## config.mk

```make
export PLATFORM = sky130hd
export DESIGN_NAME = mux_nto1_arb
export DESIGN_NICKNAME = d
export VERILOG_FILES = /design/src/rtl/mux_nto1_arb.sv
export SDC_FILE = /design/constraint.sdc
export NUM_CORES = 1
export LEC_CHECK = 0
export BUFFER_PORTS_ARGS = -buffer_cell sky130_fd_sc_hd__buf_2
export CELL_PAD_IN_SITES_DETAIL_PLACEMENT = 1
export CELL_PAD_IN_SITES_GLOBAL_PLACEMENT = 1
export CORE_MARGIN = 1
export CORE_UTILIZATION = 30
export CTS_CLUSTER_DIAMETER = 150
export DETAILED_ROUTE_END_ITERATION = 7
export GPL_TIMING_DRIVEN = 0
export PLACE_DENSITY_LB_ADDON = 0.12
export RECOVER_POWER = 100
export SYNTH_ARGS = -nofsm -noshare
export SYNTH_HDL_FRONTEND = slang
export SYNTH_SLANG_ARGS = --single-unit
```

## constraint.sdc

```tcl
create_clock -name clk -period 3.9 [get_ports clk]
set_clock_uncertainty 0.1 [all_clocks]
set_input_delay 0.39 -clock clk [delete_from_list [all_inputs] [get_ports clk]]
set_output_delay 0.39 -clock clk [all_outputs]
set_load 0.005 [all_outputs]
```

## src/rtl/mux_nto1_arb.sv

```systemverilog
// mux_nto1_arb: N-channel valid/ready mux, selected by explicit index or round-robin, registered output.
// Latency: a word accepted at edge k is on out_data/out_ch from edge k to k+1.
// Backpressure: output holds while out_valid && !out_ready, and every in_ready is low until it drains.
module mux_nto1_arb #(
    parameter int N_CH = 4,
    parameter int DW   = 8,
    parameter int SW   = $clog2(N_CH)
) (
    input  logic               clk,
    input  logic               rst_n,
    input  logic [N_CH*DW-1:0] in_data,
    input  logic [N_CH-1:0]    in_valid,
    output logic [N_CH-1:0]    in_ready,
    input  logic               mode,
    input  logic [SW-1:0]      sel,
    output logic [DW-1:0]      out_data,
    output logic [SW-1:0]      out_ch,
    output logic               out_valid,
    input  logic               out_ready
);

    logic            load_en;
    logic            xfer;
    logic            found;
    logic [N_CH-1:0] grant;
    logic [SW-1:0]   ptr;
    logic [SW-1:0]   gidx;
    logic [DW-1:0]   gdata;
    int              idx;

    assign load_en = !out_valid || out_ready;

    // Grant is a pure function of requests and pointer; readiness gating is applied afterwards.
    always_comb begin
        grant = '0;
        gidx  = '0;
        found = 1'b0;
        idx   = 0;
        if (!mode) begin
            // An out-of-range sel matches no channel, so nothing is granted.
            for (int c = 0; c < N_CH; c++) begin
                if (int'(sel) == c && in_valid[c]) begin
                    grant[c] = 1'b1;
                    gidx     = SW'(c);
                end
            end
        end else begin
            for (int i = 1; i <= N_CH; i++) begin
                idx = (int'(ptr) + i) % N_CH;
                if (!found && in_valid[SW'(idx)]) begin
                    found              = 1'b1;
                    grant[SW'(idx)]    = 1'b1;
                    gidx               = SW'(idx);
                end
            end
        end
    end

    always_comb begin
        gdata = '0;
        for (int c = 0; c < N_CH; c++) begin
            if (grant[c]) begin
                gdata = in_data[c*DW +: DW];
            end
        end
    end

    assign in_ready = (rst_n && load_en) ? grant : '0;
    assign xfer     = |in_ready;

    // ptr follows every real transfer, in either mode, so arbitration resumes after the last winner.
    always_ff @(posedge clk) begin
        if (!rst_n) begin
            out_valid <= 1'b0;
            out_data  <= '0;
            out_ch    <= '0;
            ptr       <= SW'(N_CH - 1);
        end else if (load_en) begin
            out_valid <= xfer;
            if (xfer) begin
                out_data <= gdata;
                out_ch   <= gidx;
                ptr      <= gidx;
            end
        end
    end

endmodule

```

; ---- Yosys cells after proc, flatten, opt, wreduce, memory -nomap -nowiden
; Cells that the tools add are included.
[classes]
n_addsub = 4
n_lt_le_gt_ge = 8
eq_ne = 3
mux = 51
bitwise = 3
reduce_logical = 20
[ops]
columns = cell, n
row1 = $mux 4, 9
row2 = $mux 8, 4
row3 = $mux 1, 23
row4 = $lt 2x4->1 const B, 4
row5 = $mux 2, 7
row6 = $logic_and 1x1->1, 12
row7 = $or 4x4->4, 3
row8 = $bmux 1 s2, 4
row9 = $demux 1 s2, 4
row10 = $ge 2x1->1 const B, 4
row11 = $add 2x1->2 const B, 2
row12 = $add 2x2->2 const B, 2
row13 = $eq 2x2->1 const B, 2
row14 = $logic_not 1->1, 4
row15 = $reduce_or 4->1, 1
row16 = $eq 2x1->1 const B, 1
row17 = $logic_not 2->1, 1
row18 = $reduce_and 2->1, 1
row19 = $logic_or 1x1->1, 1
[totals]
ff_bits = 13
input_bits = 42
out_inout_bits = 15
wordCells = 93

; ---- Depth between registers and ports, before layout
[depth]
word_depth = 22
depth_mapped = 13
ltp_nobuf = 9

; ---- Least setup slack after synthesis
; Ideal clock, no wire load.
[synth_path]
path_type = reg-to-reg
startpoint = register ptr[1]
endpoint = register out_data[4]
setup_time_ps = 119
arrival_time_ps = 3133
required_ps = 3681
path_slack_ps = 548
path_stages_with_launch = 12
n_path_buf = 2
period_less_slack_ps = 3352
path_cell_list = dfxtp_1 > buf_2 > inv_1 > ha_1 > buf_2 > mux4_2 > nor4b_4 > and2_1 > o32a_1 > nor3b_1 > o221a_2 > o221a_1
[synth_via]
elab_chain_cells = 22
word_cells_on_any_way = 66
classes_between = add/sub (4) / order compare (8) / mux (39) / bitwise (3) / reduce/logical (12)
[synth_rtl]
columns = item, line_no
row1 = from (decl), 26  ; logic [SW-1:0] ptr;
row2 = from (signal assigned), 77  ; ptr <= SW'(N_CH - 1);
row3 = from (signal assigned), 83  ; ptr <= gidx;
row4 = branches (longest 16 deep; another with $lt 2x4->1), -
row5 = $mux 4 *, 50  ; if (!found && in_valid[SW'(idx)]) begin
row6 = $mux 4 *, 39  ; if (!mode) begin
row7 = $mux 8 (4 in series), 62  ; if (grant[c]) begin
row8 = to (signal assigned), 81  ; out_data <= gdata;
row9 = to (decl), 16  ; output logic [DW-1:0] out_data,
; Mark *: on every way between the ends. The select of a mux whose other input is x is not followed.
; A chain may end at the register's enable or synchronous reset.

; ---- Final worst setup path
[layout_path]
startpoint = register ptr[1]
endpoint = output in_ready[3]
[layout_via]
elab_chain_cells = 19
word_cells_on_any_way = 60
classes_between = add/sub (4) / order compare (8) / mux (35) / bitwise (3) / reduce/logical (10)
[layout_rtl]
columns = item, line_no
row1 = branches (longest 16 deep; another with $lt 2x4->1), -
row2 = $mux 4 *, 50
row3 = $mux 4 *, 39
row4 = $mux 4 *, 68  ; assign in_ready = (rst_n && load_en) ? grant : '0;
row5 = to (decl), 13  ; output logic [N_CH-1:0] in_ready,
; Marks and branches as above.

==> out/qor.csv <==
stage,metric,value,unit
outcome,outcome,completed,
cells_and_area,Synth-to-Final Area Change,26.4,%
grt,initial antenna violation count,0,
worst_setup_path,Top delay family on crit path,buffers and inverters,
worst_setup_path,Reg2Reg Capture Point,out_data[6],
timing,Min Hold Slack,0.353,ns
worst_setup_path,Worst R2R Setup Slack,0.30,ns
floorplanning,core box area,5240,um2
clock_network,cts bufs inserted,3,
floorplanning,Core Rows,26,
synth,number of synthesized flops with an enable pin,0,
synth,fraction of registers with async set/reset,0,%
grt,vias in the first global route,1763,
routing,Detail Route Antenna Nets,0,
routing,routed wire length,5610,um
timing,Slew Limit Headroom,38.7,%
grt,first-pass GRT wire length,9070,um
clock_network,CTS Sinks,13,
floorplanning,num ports,57,
synth,mapped cell area,1670,um2
floorplanning,Die Y,76.6,um
synth,Synthesis Warnings,0,
worst_setup_path,"Req. time, crit path",3.41,ns
power_and_ir_drop,worst vdd ir,0.231,mV
timing,RSZ-0062 raised after global routing,false,
min_path,hold path cells,3,
timing,number of setup violations in the final report,0,
cells_and_area,area of the multi-input gates,1260,um2
power_and_ir_drop,Leakage,0.919,nW
grt,largest net degree at the start of global routing,11,
timing,final slew viol count,0,
placed_design,GPL Wtd Cong,0.845,
worst_setup_path,Worst R2R Path Depth,12,
timing,minimum clock period,3.70,ns
floorplanning,Initial Util,31.9,%
min_path,Min-Delay Endpoint,out_valid,
synth,"count leader, synth",inv_1,
placed_design,dpl hpwl,4340,um
timing,worst slew pin tran,0.906,ns
flow_run,maximum capacitance violations,0,
clock_network,# hold bufs at CTS,0,
synth,sequential fraction of the synthesis area,15.6,%
routing,DR vias/cell,5.51,
worst_setup_path,CP peak stage delay,0.41,ns
synth,Synth top cells by count,"22 x inv_1, 15 x o221a_1, 13 x dfxtp_1, 11 x o21ai_0, 9 x nor2_1",
grt,GRT Residual Overflow,0,
cells_and_area,layout cells sized above 1,35.1,%
worst_setup_path,Setup crit start kind,flip-flop,
routing,DR iter-0 viols,78,
synth,"top cells by area, synth","dfxtp_1 16%, o221a_1 10%, ha_1 6.0%, mux4_2 5.4%, inv_1 4.9%",
synth,syn avg cell area,8.79,um2
routing,Via Count,1770,
clock_network,Root Driver,clkbuf_8,
synth,instance count of the mapped netlist,190,
synth,top-area cell type share of the netlist area,15.6,%
worst_setup_path,Setup CP Type,flip-flop to primary output,
synth,largest area contributor in the netlist,dfxtp_1,
timing,setup TNS,0,ns
grt,GRT Total Usage,19.4,%
cells_and_area,fill cell count,657,
synth,syn_nets,240,
cells_and_area,NumNets Final,302,
worst_setup_path,CP arrival,3.21,ns
worst_setup_path,Reg-to-Reg Start,ptr[1],
worst_setup_path,crit end category,primary output,
timing,Final Hold Vio Count,0,
clock_network,CTS tree,yes,
worst_setup_path,Worst Path Max Fanout,10,
synth,post-synth cell types,49,
worst_setup_path,CP most frequent cell,buf_4,
synth,Main synth FF type,dfxtp_1,
cells_and_area,FF+latch area,265,um2
clock_network,clock latency on the worst-skew pair,0.24,ns
worst_setup_path,crit path buf inv count,5,
min_path,min-delay src,rst_n,
min_path,worst hold-check path type,primary input to flip-flop,
clock_network,clk slew on worst S/H paths,0.06,ns
worst_setup_path,CP startpoint,ptr[1],
floorplanning,full die area,5870,um2
timing,Final Cycle Share,94.9,%
routing,first drt pass iteration count,4,
routing,Avg WL per Cell,17.5,um
clock_network,CTS max path bufs,2,
clock_network,H-tree depth,1,
floorplanning,DIE WIDTH,76.6,um
synth,Yosys reg bits,13,
cells_and_area,ant diodes,0,
worst_setup_path,CP cell instances,buf_4 -> inv_1 -> ha_1 -> buf_4 -> mux2_2 -> mux2i_2 -> o21ai_0 -> a31o_1 -> and2_2 -> clkbuf_4 -> nor2_1 -> buf_2,
placed_design,# port buffers,56,
timing,top achievable clock speed,270,MHz
power_and_ir_drop,power density over cell area,589,nW/um2
worst_setup_path,"Slowest-stage cell, CP",mux2_2,
routing,DRC errors left,0,
==> layout by cell type, fill, tap and decap left out, types with 2 or more instances in the layout <==
cell	count
o21bai_1	2
o21ai_0	11
ha_1	8
a21oi_1	3
o22a_1	2
nand3_1	5
o211ai_1	4
nand2_1	8
nor2_1	8
nand2b_1	3
dfxtp_1	11
nor2b_1	2
inv_1	21
nor4b_1	2
mux4_2	4
mux2_2	5
buf_6	2
o32ai_4	3
o221a_2	3
buf_4	4
buf_1	2
and3_1	2
nor3b_1	8
o32a_1	2
a31oi_1	3
clkbuf_2	2
clkbuf_8	3
clkbuf_1	10
and2_1	2
o221a_1	15
o221ai_1	8
mux2i_1	5
buf_2	51
==> cell families (layout without fill, tap and decap cells) <==
group	after synthesis	in the layout	share of synthesized area [%]
AOI/OAI and AO/OA	67	67	37.1
adders and majority gates	8	8	5.99
buffers and inverters	36	97	9.29
muxes	15	15	12.4
and+or+nand+nor	51	51	19.7
DFF	13	13	15.6
==> per-layer routing <==
layer	wire length [um]	global-route usage, %	part of all wire (%)	vias to the layer above
met1	2820	27.3	50	861
li1	-	-	-	866
met5	0	0	0	-
met4	19	2.88	0.34	0
met2	2570	31.8	46	39
met3	193	2.40	3.4	4
==> through the flow <==
step	util [%]	instance area, um2	instances	setup slack [ns]	power [W]
finish	40.3	2110	321	0.200	0.00124
CTS	40.5	2120	322	0.0325	0.00126
global placement	38.9	2040	316	-0.203	0.00109
detailed placement	38.9	2040	316	-0.184	0.00109
floorplan	-	1670	190	0.548	0.000835
global route	40.3	2110	321	0.00970	0.00135
==> what timing repair did <==
action,CTS,global route
gates resized for setup,9,3
buffers inserted,2,0
setup endpoints to repair,14,7
==> worst min-delay path, stage by stage <==
cell	delay, ns
buf_2	0.11
inv_1	0.10
a21oi_1	0.05
==> registers in the layout, summed over array words and instances, names as in the netlist <==
name,count
out_data,8
out_ch,2
out_valid,1
ptr,2
==> report_power, final <==
part	leakage [nW]	total, W	internal (W)	switching [W]
Clock	0.0228	0.000121	0.0000722	0.0000488
Sequential	0.108	0.000224	0.000181	0.0000429
Combinational	0.789	0.000899	0.000390	0.000509
Total	0.919	0.00124	0.000644	0.000600
==> worst max-delay path by stage <==
stage	to	cells after the start
floorplan	out_data[4]	11
global placement	in_ready[3]	12
detailed placement	in_ready[3]	12
CTS	in_ready[3]	13
global route	in_ready[3]	12
finish	in_ready[3]	12
==> cell type report <==
| cell class | count | share of cell area [%] |
|---|---|---|
| repair buffers | 58 | 13.7 |
| well taps | 70 | 4.15 |
| multi-input cells | 141 | 59.7 |
| clock buffers | 4 | 2.13 |
| flip-flops and latches | 13 | 12.6 |
| plain buffers | 13 | 3.67 |
| inverters | 22 | 4.09 |
(Power assumes the default switching activity.)
